--- src/rtl/mcp3x08_scanner.sv ---
`default_nettype none
// +----------------------------------------------------------------------------+
// | mcp3x08_scanner: round-robin SPI mode-0 scanner for MCP3008/MCP3208 ADCs.  |
// | Revision: 1.0                                                              |
// +----------------------------------------------------------------------------+
module mcp3x08_scanner #(
  parameter int         ADC_BITS  = 10,
  parameter int         CHANNELS  = 2,
  parameter int         CLK_DIV   = 32,
  parameter int         CS_IDLE   = 4,
  parameter logic [7:0] DIFF_MASK = 8'h00
) (
  input  logic                         CLK50,
  input  logic                         reset,
  input  logic                         enable,
  input  logic                         trigger,
  input  logic                         SPI_IN,
  output logic                         SPI_OUT,
  output logic                         SCLK,
  output logic                         CS_n,
  output logic [CHANNELS*ADC_BITS-1:0] adc_out,
  output logic [CHANNELS-1:0]          adc_valid,
  output logic                         busy,
  output logic                         scan_done
);

  localparam logic [1:0] IDLE    = 2'd0;
  localparam logic [1:0] SHIFT   = 2'd1;
  localparam logic [1:0] CAPTURE = 2'd2;
  localparam logic [1:0] HOLD    = 2'd3;

  localparam int CNT_MAX = (CLK_DIV > CS_IDLE) ? CLK_DIV : CS_IDLE;
  localparam int CNT_W   = $clog2(CNT_MAX) + 1;

  localparam logic [CNT_W-1:0] DIV_LAST  = CNT_W'(CLK_DIV - 1);
  localparam logic [CNT_W-1:0] HOLD_LAST = CNT_W'(CS_IDLE - 1);
  localparam logic [4:0]       LAST_BIT  = 5'd23;
  localparam logic [4:0]       START_IDX = 5'(17 - ADC_BITS);
  localparam logic [2:0]       LAST_CH   = 3'(CHANNELS - 1);

  logic [1:0]          state_q, state_d;
  logic [2:0]          ch_q, ch_d;
  logic [4:0]          bit_q, bit_d;
  logic [CNT_W-1:0]    cnt_q, cnt_d;
  logic                phase_q, phase_d;
  logic [ADC_BITS-1:0] rx_q;
  logic                mosi_q, sclk_q, csn_q;
  logic [CHANNELS*ADC_BITS-1:0] adc_out_q;
  logic [CHANNELS-1:0] adc_valid_q;

  logic w_div_end;
  logic w_rise;
  logic w_load;

  // Command word: start, SGL/DIFF, D2..D0; every other slot is zero.
  function automatic logic frame_bit(input logic [4:0] idx, input logic [2:0] ch);
    logic b;
    b = 1'b0;
    if (idx == START_IDX)              b = 1'b1;
    else if (idx == START_IDX + 5'd1)  b = ~DIFF_MASK[ch];
    else if (idx == START_IDX + 5'd2)  b = ch[2];
    else if (idx == START_IDX + 5'd3)  b = ch[1];
    else if (idx == START_IDX + 5'd4)  b = ch[0];
    return b;
  endfunction

  assign w_div_end = (cnt_q == DIV_LAST);
  assign w_rise    = (state_q == SHIFT) && !phase_q && w_div_end;
  assign w_load    = (state_q == SHIFT) && phase_q && w_div_end && (bit_q == LAST_BIT);

  always_comb begin
    state_d = state_q;
    ch_d    = ch_q;
    bit_d   = bit_q;
    cnt_d   = cnt_q;
    phase_d = phase_q;
    case (state_q)
      IDLE: begin
        if (enable || trigger) begin
          state_d = SHIFT;
          ch_d    = 3'd0;
          bit_d   = 5'd0;
          cnt_d   = '0;
          phase_d = 1'b0;
        end
      end
      SHIFT: begin
        if (w_div_end) begin
          cnt_d   = '0;
          phase_d = ~phase_q;
          if (phase_q) begin
            if (bit_q == LAST_BIT) state_d = CAPTURE;
            else                   bit_d   = bit_q + 5'd1;
          end
        end else begin
          cnt_d = cnt_q + 1'b1;
        end
      end
      CAPTURE: begin
        state_d = HOLD;
        cnt_d   = '0;
        bit_d   = 5'd0;
        phase_d = 1'b0;
      end
      HOLD: begin
        if (cnt_q == HOLD_LAST) begin
          cnt_d = '0;
          bit_d = 5'd0;
          if (ch_q == LAST_CH) begin
            ch_d    = 3'd0;
            state_d = enable ? SHIFT : IDLE;
          end else begin
            ch_d    = ch_q + 3'd1;
            state_d = SHIFT;
          end
        end else begin
          cnt_d = cnt_q + 1'b1;
        end
      end
      default: state_d = IDLE;
    endcase
  end

  // Pin-facing outputs are registered from next-state so they never glitch.
  always_ff @(posedge CLK50) begin
    if (reset) begin
      state_q <= IDLE;
      ch_q    <= 3'd0;
      bit_q   <= 5'd0;
      cnt_q   <= '0;
      phase_q <= 1'b0;
      rx_q    <= '0;
      mosi_q  <= 1'b0;
      sclk_q  <= 1'b0;
      csn_q   <= 1'b1;
    end else begin
      state_q <= state_d;
      ch_q    <= ch_d;
      bit_q   <= bit_d;
      cnt_q   <= cnt_d;
      phase_q <= phase_d;
      if (w_rise) rx_q <= {rx_q[ADC_BITS-2:0], SPI_IN};
      mosi_q  <= (state_d == SHIFT) ? frame_bit(bit_d, ch_d) : 1'b0;
      sclk_q  <= (state_d == SHIFT) && phase_d;
      csn_q   <= (state_d != SHIFT);
    end
  end

  always_ff @(posedge CLK50) begin
    if (reset) begin
      adc_out_q   <= '0;
      adc_valid_q <= '0;
    end else begin
      adc_valid_q <= '0;
      if (w_load) begin
        for (int i = 0; i < CHANNELS; i++) begin
          if (ch_q == 3'(i)) begin
            adc_out_q[i*ADC_BITS +: ADC_BITS] <= rx_q;
            adc_valid_q[i]                    <= 1'b1;
          end
        end
      end
    end
  end

  assign SPI_OUT   = mosi_q;
  assign SCLK      = sclk_q;
  assign CS_n      = csn_q;
  assign adc_out   = adc_out_q;
  assign adc_valid = adc_valid_q;
  assign busy      = (state_q != IDLE);
  assign scan_done = (state_q == HOLD) && (cnt_q == HOLD_LAST) && (ch_q == LAST_CH);

endmodule
`default_nettype wire

--- config.mk ---
export PLATFORM = sky130hd
export DESIGN_NAME = mcp3x08_scanner
export DESIGN_NICKNAME = d
export VERILOG_FILES = /design/src/rtl/mcp3x08_scanner.sv
export SDC_FILE = /design/constraint.sdc
export NUM_CORES = 1
export LEC_CHECK = 0
export CORE_ASPECT_RATIO = 0.9
export CORE_MARGIN = 4
export CORE_UTILIZATION = 58
export DETAILED_ROUTE_END_ITERATION = 10
export GPL_ROUTABILITY_DRIVEN = 1
export MAX_ROUTING_LAYER = met4
export PLACE_DENSITY = 0.83
export SLEW_MARGIN = 20
export SYNTH_ARGS = -nofsm -noshare
export SYNTH_HDL_FRONTEND = slang
export SYNTH_SLANG_ARGS = --single-unit
--- constraint.sdc ---
create_clock -name CLK50 -period 4 [get_ports CLK50]
set_input_delay 0.6 -clock CLK50 [delete_from_list [all_inputs] [get_ports CLK50]]
set_output_delay 0.6 -clock CLK50 [all_outputs]
set_load 0.05 [all_outputs]
Word level (Yosys, flattened, before mapping)
Memory sizes are Yosys's and may differ from the RTL's.
Index checks and enable logic that the tools add are counted.

operators by class
  add/subtract/negate cells = 3
  order comparisons = 1
  equal/unequal tests = 15
  mux-type cells = 33
  bitwise operators = 4
  reductions and logical operators = 17

operators by type and width
  kind                   number
  $mux W5                5
  $pmux W6 S4            1
  $eq A5 B4 Y1 const B   4
  $pmux W5 S4            1
  $mux W6                3
  $mux W1                12
  $mux W2                5
  $mux W3                3
  $logic_and A1 B1 Y1    8
  $pmux W2 S4            1
  $add A6 B1 Y6 const B  1
  $eq A6 B2 Y1 const B   1
  $eq A6 B5 Y1 const B   1
  $pmux W3 S2            1
  $add A5 B1 Y5 const B  1
  $eq A5 B3 Y1 const B   1
  $eq A5 B5 Y1 const B   1
  $eq A2 B1 Y1 const B   2
  $eq A2 B2 Y1 const B   2
  $lt A3 B4 Y1 const B   1
  $not A1 Y1             4
  $reduce_and A2 Y1      2
  $reduce_or A2 Y1       2
  $add A3 B1 Y3 const B  1
  other kinds (9)        9

word-level totals
  register bits after elaboration = 52
  bits in read-only memories = 8
  bits of input ports = 5
  output and inout bits = 27
  word-level logic and storage cells = 86
  memories = 1

memory list
  name              words  bits a word  read ports  clocked after Yosys merged registers in  write ports  RTL line  RTL
  (name not given)  8      1            1           0                                        0            60        else if (idx == START_IDX + 5'd1) b = ~DIFF_MASK[ch];

Longest topological paths before layout
  depth in word-level cells = 11
  mapped depth = 10
  mapped depth without buffers = 9

Worst setup path after synthesis
No wires, ideal clock.

  path kind = reg-to-reg
  start = register state_q[1]
  end = register mosi_q (netlist: SPI_OUT)
  library setup time = 0.122 ns
  arrival = 2.021 ns
  data required time = 3.878 ns
  path slack = 1.857 ns
  stages on the path, launching flop included = 11
  path buffers = 1
  period minus slack after synthesis = 2.143 ns
  path through = dfxtp_1 -> inv_1 -> ha_1 -> inv_2 -> nor3_2 -> clkbuf_1 -> o21ai_0 -> o211ai_1 -> o21ai_0 -> a31oi_1 -> o311a_1

on the way
  longest elaborated chain between the ends = 8
  elaborated cells between the ends (all ways) = 28
  those cells by class = 9 x eq/ne; 14 x mux; 2 x bitwise; 2 x reduce/logical; 1 x memory

ends and longest elaborated chain
  what                                        RTL line  RTL
  start: declaration                          41        logic [1:0] state_q, state_d;
  start signal: assignment                    137       state_q <= state_d;
  $eq A2 B2 Y1, or another cell as far along  77        case (state_q)
  $pmux W5 S4                                 77
  $eq A5 B4 Y1                                63        else if (idx == START_IDX + 5'd4) b = ch[0];
  $mux W1                                     63
  $mux W1                                     62        else if (idx == START_IDX + 5'd3) b = ch[1];
  $mux W1                                     61        else if (idx == START_IDX + 5'd2) b = ch[2];
  $mux W1                                     60
  $mux W1                                     59        if (idx == START_IDX) b = 1'b1;
  end signal: assignment                      143       mosi_q <= (state_d == SHIFT) ? frame_bit(bit_d, ch_d) : 1'b0;
  end: declaration                            47        logic mosi_q, sclk_q, csn_q;

Parallel ways exist; a longest one is shown, timed or not. The select of a mux whose other input is x is not followed.
A chain may end at the register's enable or synchronous reset.

Worst setup path in the final report
  start = register cnt_q[0]
  end = output scan_done

on the way
  longest elaborated chain between the ends = 3

ends and longest elaborated chain
  what                              RTL line  RTL
  start: declaration                44        logic [CNT_W-1:0] cnt_q, cnt_d;
  start signal: assignment          140       cnt_q <= cnt_d;
  $eq A6 B2 Y1                      172       assign scan_done = (state_q == HOLD) && (cnt_q == HOLD_LAST) && (ch_q == LAST_CH);
  $logic_and A1 B1 Y1 (2 in a row)  172
  end: declaration                  24        output logic scan_done

Every way passes these cells.

==> flow_summary.ini <==
[synthesis]
synth_common_cells = dfxtp_1, nor2_1, nand2_1
ys_types = 53
async_flop_share = 0
ys_ff_latch = 52
yosys_warnings = 0
syn_nets = 285
synth_most_common_cell = dfxtp_1
ys.flop_type = dfxtp_1
ys_top_cells_by_area = dfxtp_1, mux2i_1, nor2_1
synth_top_family_by_area = simple AND/OR/NAND/NOR gates
synth_top_area_frac = 0.431
synth_compound_area_frac = 0.146
syn_area_sq_um = 2420
synth-simple-area-share = 0.242
netlist_instances = 274
yosys.area_share.xor_xnor = 0.0181
synthAdderAreaFrac = 0.0311
avgSynthCellArea_sq_um = 8.82
ys_seq_area_frac = 0.431
synth_edf_count = 0
yosys.area.top_type = dfxtp_1
synth_mux_area_frac = 0.0911

[finish]
fill_cells = 301
multi_input_area_sq_um = 1280
area_growth_pct = 17.0
seqCellArea_sq_um = 1040
fin_util = 0.732
final_area_sq_um = 2830
antenna_cells = 0
drive_gt1_frac = 0.0700
final_cells = 346
nets = 310

[grt]
grt_pass1_wl_microns = 8330
grt_overflow = 0
first_global_vias = 1776
antenna_found_initial = 0
grt_max_degree = 38
grt_usage = 0.193

[sta]
worstMarginPinSlew_ns = 1.08
max_freq_ghz = 0.320
finClkSkew_ns = 0.00863
final.period_utilization = 0.781
maxSlewViolCount = 0
setup_viol = 0
hold_slack_ns = 0.458
fin_tns_setup_ns = 0
rsz0062_at_grt = false
relSlewSlack = 0.278
fin_ws_ns = 0.876
min_period_ns = 3.12
hold_viol = 0

[power]
total_power_uw = 876
sequentialPowerShare = 0.597
p_clk_frac = 0.330
switchingPower_uw = 209
p_sw_frac = 0.239
combinationalPowerShare = 0.073
p_per_area_nw_per_um2 = 310
intPower_uw = 667
ir_drop_mv = 0.211
power.leakage_nw = 1.07

[clocking]
htreeDepth = 2
post-cts-setup-buffers = 0
cts.reportedPaths.clkPinSlew_ns = 0.09
clock_sinks = 52
cts.path.max_buffers = 2
cts_tree = yes
hold_buffers = 0
cts-root-buf = clkbuf_8
cts_made_buffers = 5
clock_latency_ns = 0.30
post_cts_resized = 0

[detailed_routing]
postRouteAntennaNets = 0
wl_microns = 4910
drt-initial-drc-count = 145
routedWlPerCell_microns = 14.2
routed_via_density = 5.86
via_count = 2028
drtPass1Iterations = 4
remaining_drc_errors = 0

[worst_setup_path]
arrival_ns = 2.52
crit_fanout = 6
startpoint_type = flip-flop
critPathCaptureType = primary output
worst_ep_required_time_ns = 3.40
critPathKind = flip-flop to primary output

[job]
cap_violations = 0

[placement]
gp_congestion = 0.864
placed_area_sq_um = 2740
dp_hpwl_microns = 3490
port_buffers = 31
pre_cts_slack_ns = 1.22
dp_cells = 338

[min_path]
min_path_type = flip-flop to flip-flop

[floorplan]
start_util = 0.626
die-area_sq_um = 5270
ios = 32
rows = 21
die_y_microns = 69.2
die-width_microns = 76.1
core_area_sq_um = 3860

[run_status]
outcome = completed
-- critical path, stage by stage (launching register included) --
cell and delay (ns):
dfxtp_1 0.38, ha_1 0.28, nand2b_1 0.12, nor4_2 0.42, and3_1 0.24, clkdlybuf4s50_1 0.80
-- per-layer routing --
metal / GRT usage / vias up / wire, microns / part of all wire
met2: 0.274 / 60 / 2110 / 0.43
li1: - / 1018 / - / -
met1: 0.273 / 944 / 2480 / 0.50
met5: - / - / 0 / 0
met3: 0.0442 / 6 / 270 / 0.055
met4: 0.0621 / 0 / 53 / 0.011
-- logic make-up after synthesis --
kind of cell | count (synthesis)
adders and majority gates | 6
buffers and inverters | 23
and+or+nand+nor | 115
muxes | 22
xor gates and xnor gates | 5
DFF | 52
AOI/OAI and AO/OA | 51
-- layout by cell type, fill, tap and decap left out, types with 2 or more instances in the layout --
cell type and instances:
dfxtp_1 52, nor2_1 35, clkdlybuf4s50_1 31, nand2_1 23, mux2i_1 22, a21oi_1 21
nand3_1 18, nor3_1 7, inv_1 6, o21ai_0 6, ha_1 6, clkbuf_8 5
and3_1 4, nor2b_1 4, or3_1 4, nor3_2 3, xor2_1 3, buf_4 3
nand2b_1 2, and2_1 2, a211oi_1 2, o31ai_1 2, nor4_1 2, o21ai_1 2
o211ai_1 2, a22oi_1 2, xnor2_1 2
-- power by group through the flow --
stage / Clock (mW) / Combinational (mW) / Sequential [mW]
detailed placement: 0 / 0.0631 / 0.536
finish: 0.289 / 0.0640 / 0.523
floorplan: 0 / 0.0405 / 0.539
CTS: 0.296 / 0.0635 / 0.523
global placement: 0 / 0.0632 / 0.535
global route: 0.318 / 0.0701 / 0.524
-- worst paths after layout --
check           endpoint  depth (start not counted)         from  slack (ns)
max            scan_done                          5     cnt_q[0]        0.88
min          adc_out[15]                          2  adc_out[15]        0.46
max reg2reg   adc_out[5]                          7     cnt_q[0]        1.33
min reg2reg  adc_out[15]                          2  adc_out[15]        0.46
-- registers in the layout, summed over array words and instances (netlist names) --
name and count:
CS_n 1, SCLK 1, SPI_OUT 1, adc_out 20, adc_valid 2, bit_q 5, ch_q 3, cnt_q 6
phase_q 1, rx_q 10, state_q 2
-- cell type report --
class                   instances  share of cell area
clock buffers                   6              0.0257
clock inverters                 2             0.00575
inverters                       7             0.00929
multi-input cells             199               0.453
flip-flops and latches         52               0.368
well taps                      46              0.0203
repair buffers                 34               0.118
No activity file was read; power rests on OpenSTA's default activity.
